<file path="config.mk">
export PLATFORM = sky130hd
export DESIGN_NAME = ahb_slave_mux
export DESIGN_NICKNAME = d
export VERILOG_FILES = /design/src/rtl/ahb_slave_mux.sv
export SDC_FILE = /design/constraint.sdc
export NUM_CORES = 1
export LEC_CHECK = 0
export ABC_CLOCK_PERIOD_IN_PS = 1950
export CAP_MARGIN = 20
export CORE_MARGIN = 1.5
export CORE_UTILIZATION = 25
export DETAILED_ROUTE_END_ITERATION = 8
export PLACE_DENSITY = 0.81
export SYNTH_ARGS = -nofsm -noshare
export SYNTH_HDL_FRONTEND = slang
export SYNTH_SLANG_ARGS = --single-unit
export TNS_END_PERCENT = 1
</file>
<file path="constraint.sdc">
create_clock -name bus_clk_in -period 1.95 [get_ports bus_clk_in]
set_input_delay 0.39 -clock bus_clk_in [delete_from_list [all_inputs] [get_ports bus_clk_in]]
set_output_delay 0.39 -clock bus_clk_in [all_outputs]
set_load 0.02 [all_outputs]
</file>
<file path="src/rtl/ahb_slave_mux.sv">
// ---------------------------------------------------------------------------
// ahb_slave_mux
// AHB response-side multiplexer and default slave. Registers the decoder's
// address-phase one-hot select into a data-phase select, routes the selected
// slave's HRDATA/HREADYOUT/HRESP back to the master, and issues the two-cycle
// ERROR response for unmapped accesses and for slaves that stall too long.
//
// Ports
//   bus_clk_in         HCLK
//   bus_rstn_in        asynchronous active-low reset
//   slave_sel_in       address-phase one-hot select (all-zero = unmapped)
//   htrans_in          HTRANS of the current address phase
//   slave_rdata_in     packed per-slave HRDATA, slave i at [i*W +: W]
//   slave_ready_in     per-slave HREADYOUT
//   slave_resp_in      per-slave HRESP (1 = ERROR)
//   master_rdata_out   HRDATA to the master
//   master_ready_out   HREADY to the master and all slaves
//   master_resp_out    HRESP to the master
//   data_sel_out       registered data-phase one-hot select
//   timeout_pulse_out  one-cycle pulse when a wait-state timeout fires
// ---------------------------------------------------------------------------
module ahb_slave_mux #(
   parameter int unsigned AHB_DATA_WIDTH = 32,
   parameter int unsigned SLAVE_DEVICES  = 4,
   parameter int unsigned TIMEOUT_CYCLES = 16
) (
   input  logic                                    bus_clk_in,
   input  logic                                    bus_rstn_in,
   input  logic [SLAVE_DEVICES-1:0]                slave_sel_in,
   input  logic [1:0]                              htrans_in,
   input  logic [SLAVE_DEVICES*AHB_DATA_WIDTH-1:0] slave_rdata_in,
   input  logic [SLAVE_DEVICES-1:0]                slave_ready_in,
   input  logic [SLAVE_DEVICES-1:0]                slave_resp_in,
   output logic [AHB_DATA_WIDTH-1:0]               master_rdata_out,
   output logic                                    master_ready_out,
   output logic                                    master_resp_out,
   output logic [SLAVE_DEVICES-1:0]                data_sel_out,
   output logic                                    timeout_pulse_out
);

   // Counter is kept at least one bit wide so a disabled timeout still elaborates.
   localparam int unsigned CNT_W   = (TIMEOUT_CYCLES > 0) ? $clog2(TIMEOUT_CYCLES + 1) : 1;
   localparam int unsigned TO_LAST = (TIMEOUT_CYCLES > 0) ? TIMEOUT_CYCLES - 1 : 0;

   typedef enum logic [1:0] {
      IDLE_DP  = 2'd0,
      SLAVE_DP = 2'd1,
      ERR1     = 2'd2,
      ERR2     = 2'd3
   } state_e;

   state_e                     state_q, state_d;
   logic [SLAVE_DEVICES-1:0]   data_sel_q, data_sel_d;
   logic [CNT_W-1:0]           wait_cnt_q, wait_cnt_d;
   logic                       pulse_q, pulse_d;

   logic [AHB_DATA_WIDTH-1:0]  sel_rdata;
   logic                       sel_ready;
   logic                       sel_resp;
   logic                       is_transfer;
   logic [SLAVE_DEVICES-1:0]   sel_lowest;

   // One-hot select makes the AND-OR mux equivalent to an indexed mux.
   always_comb begin
      sel_rdata = '0;
      for (int i = 0; i < int'(SLAVE_DEVICES); i++) begin
         if (data_sel_q[i]) begin
            sel_rdata = sel_rdata | slave_rdata_in[i*AHB_DATA_WIDTH +: AHB_DATA_WIDTH];
         end
      end
   end

   assign sel_ready   = |(data_sel_q & slave_ready_in);
   assign sel_resp    = |(data_sel_q & slave_resp_in);
   assign is_transfer = (htrans_in == 2'b10) || (htrans_in == 2'b11);
   // Isolate lowest set bit: multi-hot selects resolve to the lowest index.
   assign sel_lowest  = slave_sel_in & (~slave_sel_in + SLAVE_DEVICES'(1));

   // Response decode, combinational from state and data-phase select.
   always_comb begin
      master_rdata_out = '0;
      master_ready_out = 1'b1;
      master_resp_out  = 1'b0;
      case (state_q)
         SLAVE_DP: begin
            master_rdata_out = sel_rdata;
            master_ready_out = sel_ready;
            master_resp_out  = sel_resp;
         end
         ERR1: begin
            master_ready_out = 1'b0;
            master_resp_out  = 1'b1;
         end
         ERR2: begin
            master_resp_out  = 1'b1;
         end
         default: ;
      endcase
   end

   // Next-state: error sequencing, wait-state timeout, address sampling.
   always_comb begin
      state_d    = state_q;
      data_sel_d = data_sel_q;
      wait_cnt_d = wait_cnt_q;
      pulse_d    = 1'b0;
      if (state_q == ERR1) begin
         state_d    = ERR2;
         data_sel_d = '0;
      end else if ((state_q == SLAVE_DP) && !sel_ready) begin
         if ((TIMEOUT_CYCLES > 0) && (wait_cnt_q == CNT_W'(TO_LAST))) begin
            state_d    = ERR1;
            data_sel_d = '0;
            wait_cnt_d = '0;
            pulse_d    = 1'b1;
         end else if (TIMEOUT_CYCLES > 0) begin
            wait_cnt_d = wait_cnt_q + CNT_W'(1);
         end
      end else begin
         // HREADY is high here: the current address phase completes.
         if (!is_transfer) begin
            state_d    = IDLE_DP;
            data_sel_d = '0;
         end else if (|slave_sel_in) begin
            state_d    = SLAVE_DP;
            data_sel_d = sel_lowest;
            wait_cnt_d = '0;
         end else begin
            state_d    = ERR1;
            data_sel_d = '0;
         end
      end
   end

   always_ff @(posedge bus_clk_in or negedge bus_rstn_in) begin
      if (!bus_rstn_in) begin
         state_q    <= IDLE_DP;
         data_sel_q <= '0;
         wait_cnt_q <= '0;
         pulse_q    <= 1'b0;
      end else begin
         state_q    <= state_d;
         data_sel_q <= data_sel_d;
         wait_cnt_q <= wait_cnt_d;
         pulse_q    <= pulse_d;
      end
   end

   assign data_sel_out      = data_sel_q;
   assign timeout_pulse_out = pulse_q;

endmodule

</file>
After elaboration in Yosys (flattened, before gate mapping)
Cells that the tools add are included.

word-level totals
  bits of input ports = 144
  flip-flop bits (word level) = 12
  output and inout bits = 39

cells by class
  reduce and logical (&&, ||, !) cells = 10
  muxes and demuxes = 24
  equality and inequality tests = 7
  bitwise gates (word level) = 8
  add/subtract/negate cells = 2

operator list
  cell                                                             count
  32-bit two-way mux                                               5
  32-bit bitwise OR                                                3
  4-bit two-way mux                                                5
  5-bit two-way mux                                                4
  4-bit AND                                                        3
  4-bit OR reduction                                               3
  2-bit two-way mux                                                5
  2-bit == test, second input constant                             4
  5-bit by 1-bit adder with 5-bit output, second input constant    1
  5-bit by 4-bit == test with 1-bit output, second input constant  1
  4-bit by 1-bit adder with 4-bit output, second input constant    1
  4-bit NOT                                                        1
  1-bit one-hot mux with 2 select lines                            2
  2-bit nonzero test                                               2
  1-bit two-way mux                                                3
  3-bit by 2-bit != test with 1-bit output, second input constant  1
  3-bit AND reduction                                              1
  2-bit by 1-bit == test with 1-bit output, second input constant  1
  2-bit OR reduction                                               1
  1-bit logical AND                                                1
  1-bit logical NOT                                                1
  1-bit logical OR                                                 1
  1-bit NOT                                                        1

Logic depth before layout (Yosys ltp)
  word-level depth = 8
  gate-level depth with buffers = 6
  depth with buffers taken out = 5

Worst setup path after synthesis
No wires, ideal clock.

  path kind = reg2out
  from = register data_sel_q[2] (netlist: data_sel_out[2])
  to = output master_rdata_out[22]
  setup slack = 135 ps
  stages on the path, launching flop included = 5
  required time = 1560 ps
  path buffers = 2
  data arrival time = 1425 ps
  path through = dfrtp_1 buf_2 buf_1 a22oi_1 a21oi_1

between the ends
  word-level cells in the longest chain between the ends = 4

ends and longest elaborated chain
  item                      line  RTL
  start: declaration        53    logic [SLAVE_DEVICES-1:0] data_sel_q, data_sel_d;
  start signal: assignment  143   data_sel_q <= data_sel_d;
  32-bit two-way mux *      67    if (data_sel_q[i]) begin
  32-bit bitwise OR         68    sel_rdata = sel_rdata | slave_rdata_in[i*AHB_DATA_WIDTH +: AHB_DATA_WIDTH];
  32-bit two-way mux *      67
  32-bit two-way mux *      84    case (state_q)
  end: declaration          34    output logic [AHB_DATA_WIDTH-1:0] master_rdata_out,

Every way passes the cells marked *; elsewhere a longest branch is shown, timed or not.

Worst setup path in the final report
  from = register data_sel_q[3] (netlist: data_sel_out[3])
  to = output master_rdata_out[20]

between the ends
  word-level cells in the longest chain between the ends = 2

ends and longest elaborated chain
  item                line
  32-bit two-way mux  67
  32-bit two-way mux  84

Every way passes these cells.

==> impl_summary.md <==
Run status
The flow ran to the end, and the final reports show no timing, DRC or antenna violations.

Logic synthesis
In this run, distinct cell masters in the synthesized netlist total 33. The post-synthesis area per instance is 7.94 sq um. The biggest area consumer among synthesized cells is sky130_fd_sc_hd__a22oi_1. The async set or reset register ratio after synthesis is 1.00. The commonest cells after synthesis are sky130_fd_sc_hd__a22oi_1, sky130_fd_sc_hd__a21oi_1, sky130_fd_sc_hd__dfrtp_1.

In this run, synthesis produced a sequential element count of 12. The count of flip-flops with a built-in enable after synthesis is 0. sky130_fd_sc_hd__a22oi_1 is the most common cell in the netlist. The netlist area before placement is 1370 sq um. Of the post-synthesis cell area, the dominant cell type holds 0.363.

The post-synthesis net count is 317. Yosys attributes the largest share of cell area to sky130_fd_sc_hd__a22oi_1, sky130_fd_sc_hd__dfrtp_1, sky130_fd_sc_hd__a21oi_1. The leading register cell type out of synthesis is sky130_fd_sc_hd__dfrtp_1.

The Yosys step of the flow raised 0 warnings. Synthesis produced 172 cells. The portion of the post-synthesis area used by sequential elements is 0.220.

Power and ir drop
Of the total power, the share spent switching nets is 0.466. The total power draw is 3.02 mW. In this run the static leakage power is 1.35 nW. The share of total power dissipated in sequential elements is 0.126. The share of power burned in combinational logic is 0.784. Across the VDD grid, the largest voltage drop is 924 uV. The clock share of power is 0.090. The internal power consumption is 1.61 mW. The power density of the placed cells is between 800 and 900 nW/um^2. Summed over all nets, the switching power comes to 1.41 mW.

Setup path
The data arrival time of the worst path is 1.52 ns. At the worst endpoint, the required time is 1.56 ns. The worst setup path is launched from a flip-flop. The capturing element type of the critical path is an output pin. The maximum fanout along the worst path is 16. By startpoint and endpoint, the worst setup path is classified as flip-flop to output pin.

Layout
At the end of the flow, the number of nets in the layout was just over 500. In the final layout, the share of cells above drive strength 1 is 0.163. The layout has 440 filler cells. The count of non-filler cells in the finished layout is 432. 0 antenna diodes ended up in the layout.

The signed area change from the synthesized netlist to the final layout is 147%. The finished cells cover 3380 sq um.

Placement
The routability congestion estimate is 0.835. The HPWL after detailed placement is 5600 um. In this run the tool buffered the top-level ports with 181 buffer cells. The number of placed instances, taps included is 426. The placed standard-cell area is roughly 3400 sq um.

Hold path
The worst min-delay path class is input port to async pin.

Routing
Before antenna repair, the detailed router went through 4 iterations. Summed over all layers, the routed wires come to 7120 um. The final route contains ~2300 vias. After detailed routing, the number of vias per cell comes to 5.28.

After detailed routing, the number of remaining DRC violations is 0. The number of design-rule violations left by the first detailed-router iteration is 96. The remaining antenna violation count is 0. After detailed routing, the average wire length per cell comes to 16.5 um.

Clocking
The number of buffers created by CTS is 3. The CTS H-tree depth is 1. For this design, the CTS-stage hold fixing added 0 buffers. The cell sitting at the root of the clock tree is a sky130_fd_sc_hd__clkbuf_8. The clock edge transition at the registers on the reported setup and hold paths is 0.05 ns. The insertion delay of the later-clocked pin in the worst-skew pair is 0.24 ns. The clock sink count is 12. The buffer levels on the longest clock path is 2.

TritonCTS built the clock tree.

STA
The max-slew violation total from the final report was 0. Timing would allow up to about 0.52 GHz. For the pin with the worst max-slew slack, the measured transition is between 0.5 and 0.6 ns. The worst path in the final design needs a cycle of 1.91 ns, including I/O delays and setup. The total count of hold-check failures in the final report was 0.

Clock skew on the completed layout was measured at around 0.0038 ns. Of the available clock period, the critical path in the final layout requires 0.980. In this run the tightest slew margin relative to its limit is 0.661. The setup-violating endpoint count in the final report is 0. Setup repair after global routing could not meet its margin everywhere.

GRT
The remaining global-route overflow is 0. The pin count of the biggest net entering global routing is 33. The overall routing resource usage is 0.226.

The initial antenna violation count came to 0. The via count of the first global-routing pass was 2231. The first global-routing pass estimated 10900 um of wire.

Floorplanning
The core region is 5170 sq um. The die is 76.9 um wide. The die covers 5920 sq um. The total I/O pin count is around 180. The floorplan has 26 rows. In this run the vertical extent of the chip is 76.9 um. The initial standard-cell utilization of the core is 0.264.

Flow run
Max-cap violations in this run came to 0.
-- critical path: stages, from the launching register on --
cell and delay (ns):
sky130_fd_sc_hd__dfrtp_2 0.47, sky130_fd_sc_hd__buf_12 0.17, sky130_fd_sc_hd__a22oi_1 0.21, sky130_fd_sc_hd__a21oi_1 0.09, sky130_fd_sc_hd__dlygate4sd2_1 0.33
-- flip-flops by register name, indices dropped and copies added (netlist names) --
register,cells
data_sel_out,4
timeout_pulse_out,1
wait_cnt_q,5
state_q,2
-- repair_timing --
item                                    in CTS  in global routing
gates resized for setup                     42                 47
endpoints found under the setup margin      35                 31
pin swaps                                    0                  1
setup buffers                                0                  2
-- per-layer routing --
metal / wire length (um) / global-route usage / share of wire
met5: 0 / 0 / 0
met4: 148 / 0.0481 / 0.021
met3: 544 / 0.0357 / 0.076
met2: 3610 / 0.414 / 0.51
met1: 2820 / 0.274 / 0.40
-- worst paths after layout --
path                                       from  slack, ns  cells past startpoint                   end
min in group bus_clk_in           wait_cnt_q[0]       0.51                      1         wait_cnt_q[0]
max in group asynchronous           bus_rstn_in       1.10                      1       data_sel_out[3]
worst min-delay path                bus_rstn_in       0.48                      1         wait_cnt_q[2]
worst min register to register    wait_cnt_q[0]       0.51                      1         wait_cnt_q[0]
worst max-delay path            data_sel_out[3]       0.04                      4  master_rdata_out[20]
worst max register to register  data_sel_out[3]       0.26                      6       data_sel_out[1]
-- cells by family after synthesis --
logic type / share of synthesized area
buf+inv: 0.0733
flops: 0.220
fa+ha+maj: 0.00916
compound gates: 0.594
simple gates: 0.0897
mux: 0.00733
xor+xnor: 0.00641
-- cell usage in the layout (no fill, tap or decap), types with 4 or more instances in the layout --
cell type                           n
sky130_fd_sc_hd__a32o_1             4
sky130_fd_sc_hd__a22oi_1           63
sky130_fd_sc_hd__buf_12             4
sky130_fd_sc_hd__clkdlybuf4s50_1  147
sky130_fd_sc_hd__clkdlybuf4s15_1    5
sky130_fd_sc_hd__clkbuf_2          18
sky130_fd_sc_hd__dlygate4sd2_1      9
sky130_fd_sc_hd__dfrtp_1           11
sky130_fd_sc_hd__clkbuf_8           4
sky130_fd_sc_hd__buf_4             20
sky130_fd_sc_hd__a21oi_1           33
-- power groups by stage --
stage / Combinational [mW] / Sequential [mW] / Clock (mW)
2_1_floorplan: 1.25 / 0.398 / 0
5_1_grt: 2.54 / 0.390 / 0.284
6_report: 2.37 / 0.381 / 0.271
3_5_place_dp: 2.50 / 0.383 / 0
3_3_place_gp: 2.48 / 0.379 / 0
4_1_cts: 2.35 / 0.383 / 0.274
-- final cells by class --
cell class / instances / area, sq um / area share
Inverter: 1 / 3.75 / 0.00111
Multi-Input combinational cell: 139 / 983 / 0.291
Clock buffer: 4 / 55.1 / 0.0163
Timing Repair Buffer: 206 / 1950 / 0.576
Tap cell: 70 / 87.6 / 0.0259
Sequential cell: 12 / 302 / 0.0892
-- metrics by stage --
stage | setup WS [ns] | TNS, ns | util | hold slack (ns)
after global routing | -0.0198 | -0.0198 | 0.653 | 0.515
after CTS | 0.00765 | 0 | 0.660 | 0.496
after floorplan | 0.135 | 0 | - | 0.0944
after global placement | -0.417 | -5.24 | 0.656 | 0.469
after detailed placement | -0.406 | -5.49 | 0.656 | 0.492
final | 0.0383 | 0 | 0.653 | 0.484
Note: power is estimated with default switching activity, not from simulation.
